## src/rtl/instr_fetch.sv

```systemverilog
// Fetch stage: issues fetch addresses to instruction memory and queues
// {pc, instr} pairs in a small FWFT FIFO for the core, with redirect flush.
module instr_fetch #(
   parameter int unsigned        ADDR_W   = 32,
   parameter int unsigned        DATA_W   = 32,
   parameter int unsigned        DEPTH    = 4,
   parameter logic [ADDR_W-1:0]  RESET_PC = '0,
   parameter logic [ADDR_W-1:0]  PC_STEP  = ADDR_W'(1)
) (
   input  logic              clk,
   input  logic              _reset,
   output logic [ADDR_W-1:0] pointer,
   output logic              mem_req,
   input  logic              mem_ack,
   input  logic [DATA_W-1:0] instr_in,
   input  logic              redirect,
   input  logic [ADDR_W-1:0] redirect_pc,
   output logic              out_valid,
   input  logic              out_ready,
   output logic [DATA_W-1:0] out_instr,
   output logic [ADDR_W-1:0] out_pc
);

   localparam int unsigned AW = $clog2(DEPTH);
   localparam int unsigned CW = AW + 1;
   localparam logic [CW-1:0] FULL = CW'(DEPTH);

   typedef enum logic [1:0] {
      IDLE,
      REQ,
      DROP
   } state_t;

   typedef struct packed {
      logic [ADDR_W-1:0] pc;
      logic [DATA_W-1:0] instr;
   } entry_t;

   state_t            state_q, state_d;
   logic [ADDR_W-1:0] ptr_q, ptr_d;
   logic [ADDR_W-1:0] next_pc_q, next_pc_d;
   logic              mem_req_q, mem_req_d;
   logic [CW-1:0]     wr_q, wr_d;
   logic [CW-1:0]     rd_q, rd_d;
   entry_t            mem_q [DEPTH];

   logic [CW-1:0]     count;
   logic [CW-1:0]     cnt_ack;
   logic              pop;
   logic              push;
   entry_t            head;

   assign count     = wr_q - rd_q;
   assign out_valid = (count != '0);
   assign pop       = out_valid && out_ready;
   // occupancy after an accepted ack this cycle
   assign cnt_ack   = count + CW'(1) - CW'(pop);
   assign head      = mem_q[rd_q[AW-1:0]];
   assign out_pc    = out_valid ? head.pc : '0;
   assign out_instr = out_valid ? head.instr : '0;
   assign pointer   = ptr_q;
   assign mem_req   = mem_req_q;

   // next-state: fetch sequencing, redirect handling and FIFO pointers
   always_comb begin
      state_d   = state_q;
      ptr_d     = ptr_q;
      next_pc_d = next_pc_q;
      push      = 1'b0;
      unique case (state_q)
         IDLE: begin
            if (redirect) begin
               ptr_d = redirect_pc;
            end else if (count < FULL) begin
               state_d = REQ;
            end
         end
         REQ: begin
            if (redirect) begin
               if (mem_ack) begin
                  ptr_d   = redirect_pc;
                  state_d = IDLE;
               end else begin
                  state_d = DROP;
               end
            end else if (mem_ack) begin
               push  = 1'b1;
               ptr_d = ptr_q + PC_STEP;
               if (cnt_ack >= FULL) begin
                  state_d = IDLE;
               end
            end
         end
         DROP: begin
            if (mem_ack) begin
               ptr_d   = redirect ? redirect_pc : next_pc_q;
               state_d = IDLE;
            end
         end
         default: state_d = IDLE;
      endcase
      if (redirect) begin
         next_pc_d = redirect_pc;
      end
      mem_req_d = (state_d != IDLE);
      wr_d      = wr_q + CW'(push);
      rd_d      = rd_q + CW'(pop);
      if (redirect) begin
         wr_d = '0;
         rd_d = '0;
      end
   end

   // control state and registered memory request
   always_ff @(posedge clk or negedge _reset) begin
      if (!_reset) begin
         state_q   <= IDLE;
         ptr_q     <= RESET_PC;
         next_pc_q <= RESET_PC;
         mem_req_q <= 1'b0;
         wr_q      <= '0;
         rd_q      <= '0;
      end else begin
         state_q   <= state_d;
         ptr_q     <= ptr_d;
         next_pc_q <= next_pc_d;
         mem_req_q <= mem_req_d;
         wr_q      <= wr_d;
         rd_q      <= rd_d;
      end
   end

   // FIFO storage; contents are qualified by count so need no reset
   always_ff @(posedge clk) begin
      if (push) begin
         mem_q[wr_q[AW-1:0]] <= '{pc: ptr_q, instr: instr_in};
      end
   end

endmodule
```

## config.mk

```make
export PLATFORM = sky130hd
export DESIGN_NAME = instr_fetch
export DESIGN_NICKNAME = d
export VERILOG_FILES = /design/src/rtl/instr_fetch.sv
export SDC_FILE = /design/constraint.sdc
export NUM_CORES = 1
export LEC_CHECK = 0
export ABC_CLOCK_PERIOD_IN_PS = 19250
export CORE_AREA = 5 5 287 177
export CTS_BUF_LIST = sky130_fd_sc_hd__clkbuf_4 sky130_fd_sc_hd__clkbuf_8 sky130_fd_sc_hd__clkbuf_16
export DETAILED_ROUTE_END_ITERATION = 8
export DIE_AREA = 0 0 292 182
export HOLD_SLACK_MARGIN = 0.02
export PLACE_DENSITY = 0.48
export SLEW_MARGIN = 10
export SYNTH_ARGS = -nofsm -noshare
export SYNTH_HDL_FRONTEND = slang
export SYNTH_SLANG_ARGS = --single-unit
```

## constraint.sdc

```tcl
create_clock -name clk -period 19.25 [get_ports clk]
set_input_delay 3.85 -clock clk [delete_from_list [all_inputs] [get_ports clk]]
set_output_delay 3.85 -clock clk [all_outputs]
set_load 0.01 [all_outputs]
```

=== After elaboration in Yosys (flattened, before gate mapping) ===
Memory sizes are Yosys's and may differ from the RTL's.
Index checks and enable logic that the tools add are counted.
Widths: inputs -> output; s select.

* Divide/modulo/power cells: 0
* Shifts and indexed selects: 0
* $add $sub $neg: 6
* Eq/ne operators: 5
* Order comparisons: 2
* Reduce and logical (&&, ||, !) cells: 6
* Multipliers: 0
* Multiplexer cells: 24
* Bitwise gates (word level): 0

{| class="wikitable"
|+ Operators with widths
! operator !! number
|-
| $mux 32 || 8
|-
| $pmux 32 s3 || 1
|-
| $add 32x1->32 const B || 1
|-
| $mux 2 || 7
|-
| $add 3x1->3 || 2
|-
| $mux 3 || 2
|-
| $ne 2x2->1 const B || 3
|-
| $pmux 2 s3 || 1
|-
| $reduce_bool 3->1 || 2
|-
| $mux 1 || 5
|-
| $reduce_and 4->1 || 1
|-
| $add 3x1->3 const B || 1
|-
| $ge 3x3->1 const B || 1
|-
| $lt 3x3->1 const B || 1
|-
| $sub 3x1->3 || 1
|-
| $sub 3x3->3 || 1
|-
| $eq 2x1->1 const B || 1
|-
| $eq 2x2->1 const B || 1
|-
| $logic_not 2->1 || 1
|-
| $reduce_bool 2->1 || 1
|-
| $logic_and 1x1->1 || 1
|}

* Latch bits: 0
* Bits in writable memories: 256
* Memories: 1
* Output and inout port bits: 98
* Logic and storage cells: 50
* Bits of input ports: 69
* ROM bits: 0
* Bits in registers: 73

{| class="wikitable"
|+ Memory list
! memory !! depth !! width !! read ports !! clocked after memory_dff !! wr ports !! line !! text
|-
| mem_q || 4 || 64 || 1 || 0 || 1 || 45 || <nowiki>entry_t mem_q [DEPTH];</nowiki>
|}

=== Longest topological paths before layout ===
* Depth after elaboration: 10
* Mapped depth: 11
* Mapped depth without buffers: 10

=== Worst setup path before layout ===
No wires, ideal clock.

* Path type: in2reg
* From: input redirect
* To: memory mem_q[1][0] (netlist bit), enable pin
* Stages on the path: 5
* Library setup time: 0.565 ns
* Path buffers: 2
* Path slack: 9.831 ns
* Data required time: 18.685 ns
* Arrival time: 8.854 ns
* Cell sequence: buf_2 > nor2b_1 > clkbuf_1 > nand2_1 > nor3_1

* Cells in the longest elaborated chain, start to end: 4

{| class="wikitable"
|+ RTL lines
! item !! line !! text
|-
| start: declaration || 16 || <nowiki>input logic redirect,</nowiki>
|-
| $mux 1 || 79 || <nowiki>if (redirect) begin</nowiki>
|-
| $mux 1 || 70 || <nowiki>unique case (state_q)</nowiki>
|-
| $mux 1 || 135 || <nowiki>if (push) begin</nowiki>
|-
| $mux 1 (not written as such) || 136 || <nowiki>mem_q[wr_q[AW-1:0]] <= '{pc: ptr_q, instr: instr_in};</nowiki>
|-
| end: declaration || 45 ||
|}

Every way passes these cells.

=== Worst setup path after layout ===
* From: register rd_q[0]
* To: output out_instr[30]

* Cells in the longest elaborated chain, start to end: 3
* Elaborated cells on any way between the ends: 4
* Those cells by class: add/sub (1); mux (1); reduce/logical (1); memory (1)

{| class="wikitable"
|+ RTL lines
! item !! line !! text
|-
| start: declaration || 44 || <nowiki>logic [CW-1:0] rd_q, rd_d;</nowiki>
|-
| start signal: assignment || 129 || <nowiki>rd_q <= rd_d;</nowiki>
|-
| $sub 3x3->3 || 53 || <nowiki>assign count = wr_q - rd_q;</nowiki>
|-
| $reduce_bool 3->1 || 54 || <nowiki>assign out_valid = (count != '0);</nowiki>
|-
| $mux 32 (*) || 60 || <nowiki>assign out_instr = out_valid ? head.instr : '0;</nowiki>
|-
| end: declaration || 20 || <nowiki>output logic [DATA_W-1:0] out_instr,</nowiki>
|}

Mark *: on every way between the ends. The rest lies on a longest branch, timed or not.

==> impl_metrics.ini <==
[timing]
fin_skew_ns = 0.01528
rsz0062_at_grt = no
timing.fmax_ghz = 0.1354
hold_violations = 0
fin_crit_ns = 7.386
maxSlewViolCount = 0
max-slew-margin-rel = 0.2921
tns_ns = 0
worst_pin_slew_ns = 1.062
finalSetupViolations = 0
finalCritPeriodShare = 0.3837

[yosys]
synth.net_count = 992
async_reset_ff_frac = 0.2219
ys_seq_area_frac = 0.6700
syn_area_um2 = 14200
synthCells = 911
synthFlopType = edfxtp_1
yosysWarnings = 0
synth_edf_count = 256
avgSynthCellArea_um2 = 15.59
ys_types = 67
synth-seq-cells = 329

[worst_setup_path]
cp_top_family = simple AND/OR/NAND/NOR gates
slowest_delay_ns = 0.67
critPathMaxFanout = 66
r2r-end = pointer[27]$_DFFE_PN0P_
worstPathCellList = ha_1, fa_1, xnor3_1, and3_4, nor2b_1, clkdlybuf4s50_1
reg2reg_depth = 6
crit-reg2reg-launch = state_q[1]$_DFF_PN0_
arrival_ns = 3.54
crit_buf_inv = 1
rrSetupSlack_ns = 16.04
slowest_stage = and3_4
worstSetupStartpointType = flop
criticalPathCategory = flop to output pin
worstPathRequired_ns = 15.40
end_kind = output pin

[floorplan]
die_h_um = 182
pin_count = 167
die_x_um = 292
die-area_um2 = 53140
num_rows = 63
coreArea_um2 = 48240
initial_utilization = 0.2944

[placement]
portBuffers = 166
dpl_cell_area_um2 = 16630
routabilityCongestion = 0.8049
dp_hpwl_um = 24310

[power_and_ir_drop]
power_density_nw_per_um2 = 146.3
p_leak_nw = 5.806
ir_worst_vdd_v = 0.00009206

[clock_network]
cts_made_buffers = 34
postCtsSetupBuffers = 0
clock-root-buffer = clkbuf_16
clk_latency_ns = 0.52
cts_resized = 0
hold_buffers = 0
clk_pin_slew_ns = 0.06
max-clock-path-buffers = 3
tritoncts = built
numClockSinks = 329
cts.htree.levels = 2

[hold_path]
hp-class = flop to flop
min-delay-start = next_pc_q[27]$_DFF_PN0_
min_to = next_pc_q[27]$_DFF_PN0_
holdPathStages = 2

[cells_and_area]
fillers = 4563
drive_above_1_share = 0.1720
ff_latch_area_um2 = 9522
mostFrequentLayoutCell = edfxtp_1
nets = 1157
synthToLayoutAreaGrowth_pct = 24.53
layout_common_cells = edfxtp_1 (256), clkdlybuf4s50_1 (164), nor2b_1 (78), dfrtp_1 (71), mux4_2 (64)
multi_input_area_um2 = 4427
final_area_um2 = 17680

[grt]
grtUsageTotal = 0.1399
antenna_found_initial = 1
grt_max_degree = 67
grt_pass1_wl_um = 57240
grt_pass1_vias = 8667
gr-total-overflow = 0

[drt]
avgViaCountPerCell = 4.898
drc_errors = 0
drt-initial-drc-count = 601
routed_wl_um = 38200
wl_per_cell_um = 21.83
vias = 8571
drt_pass1_iterations = 7
detail-route-antenna-nets = 0

[run]
maxCapViolCount = 0

[outcome]
outcome = completed
-- worst register-to-register path, cell delays in order (launching register included) --
cell and delay [ns]:
dfrtp_1 0.43, inv_1 0.10, ha_1 0.57, or2_1 0.50, a221o_2 0.85, o21ai_0 0.22
or3b_1 0.41
-- per-layer routing --
metal / share of wire / global-route usage / wire [µm] / vias up
met3: 0.059 / 0.03191 / 2241 / 50
met1: 0.49 / 0.2087 / 18600 / 4390
li1: - / - / - / 3893
met4: 0.019 / 0.03367 / 738 / 2
met2: 0.43 / 0.2078 / 16610 / 236
met5: 0.00034 / 0 / 13 / -
-- report_power, final --
group	total [mW]	switching [mW]	leakage, nW	internal (mW)
Clock	0.630	0.269	0.529	0.361
Sequential	1.02	0.138	3.19	0.878
Combinational	0.940	0.491	2.09	0.448
Total	2.59	0.899	5.81	1.69
-- how the worst max path moves through the flow --
stage | depth (start not counted) | from | slack, ns | endpoint
6_report | 6 | rd_q[0]$_DFF_PN0_ | 11.86 | out_instr[30]
5_1_grt | 6 | rd_q[0]$_DFF_PN0_ | 11.60 | out_instr[14]
4_1_cts | 6 | rd_q[0]$_DFF_PN0_ | 11.73 | out_pc[29]
3_5_place_dp | 6 | rd_q[0]$_DFF_PN0_ | 12.30 | out_pc[29]
3_3_place_gp | 6 | rd_q[0]$_DFF_PN0_ | 12.34 | out_pc[29]
2_1_floorplan | 5 | redirect | 9.83 | mem_q[1][0]$_DFFE_PP_
-- sequential cells by signal, indices dropped and copies added (netlist names) --
register and cells:
mem_q 256, mem_req 1, next_pc_q 32, pointer 32, rd_q 3, state_q 2, wr_q 3
-- logic make-up after synthesis --
family                   after synthesis  synth area share
adder cells (fa/ha/maj)               12           0.01110
multiplexers                          97            0.1273
buffers and inverters                 74           0.02088
XOR/XNOR                              10          0.007137
flip-flops                           329            0.6700
AND/OR/NAND/NOR                      252           0.09737
AO/OA/AOI/OAI                        137           0.06618
-- metrics by stage --
step,utilization,hold WS (ns),worst slack (ns),instances,total power [mW]
2_1_floorplan,-,0.4426,9.831,911,1.501
3_3_place_gp,0.3447,0.4617,12.34,1690,1.982
3_5_place_dp,0.3447,0.4752,12.30,1690,1.993
4_1_cts,0.3665,0.4917,11.73,1749,2.632
5_1_grt,0.3665,0.5121,11.60,1749,2.740
6_report,0.3666,0.4855,11.86,1750,2.586
-- area by class of cell --
cell class,count,area share
inverters,17,0.003609
flip-flops and latches,329,0.5385
well taps,650,0.04599
clock buffers,44,0.05335
diodes,1,0.0001415
repair buffers,186,0.1020
clock inverters,15,0.006085
multi-input cells,508,0.2503
-- Yosys cell counts (5+ instances only) --
cell      number  area, µm²
nor2_1        47      176.4
o221ai_1       5      43.79
a21oi_1       13      65.06
nand2_1       32      120.1
o21ai_0       44      220.2
nand3_1       19      95.09
nor3_1        30      150.1
a221o_1        7      70.07
or3_1         10      62.56
a31oi_1       11      68.82
dfrtp_1       73       1827
nor2b_1       78      488.0
a221oi_1       8      70.07
o211ai_1      10      75.07
mux4_2        64       1441
edfxtp_1     256       7687
nor4_1         5      31.28
buf_2          9      45.04
buf_1          8      30.03
mux2_2        29      326.6
inv_1         17      63.81
nand4_1        6      37.54
xnor2_1        6      52.55
nand2b_1       6      37.54
ha_1          11      137.6
a32oi_1        5      43.79
clkbuf_1      39      146.4
Note: power is estimated with default switching activity, not from simulation.
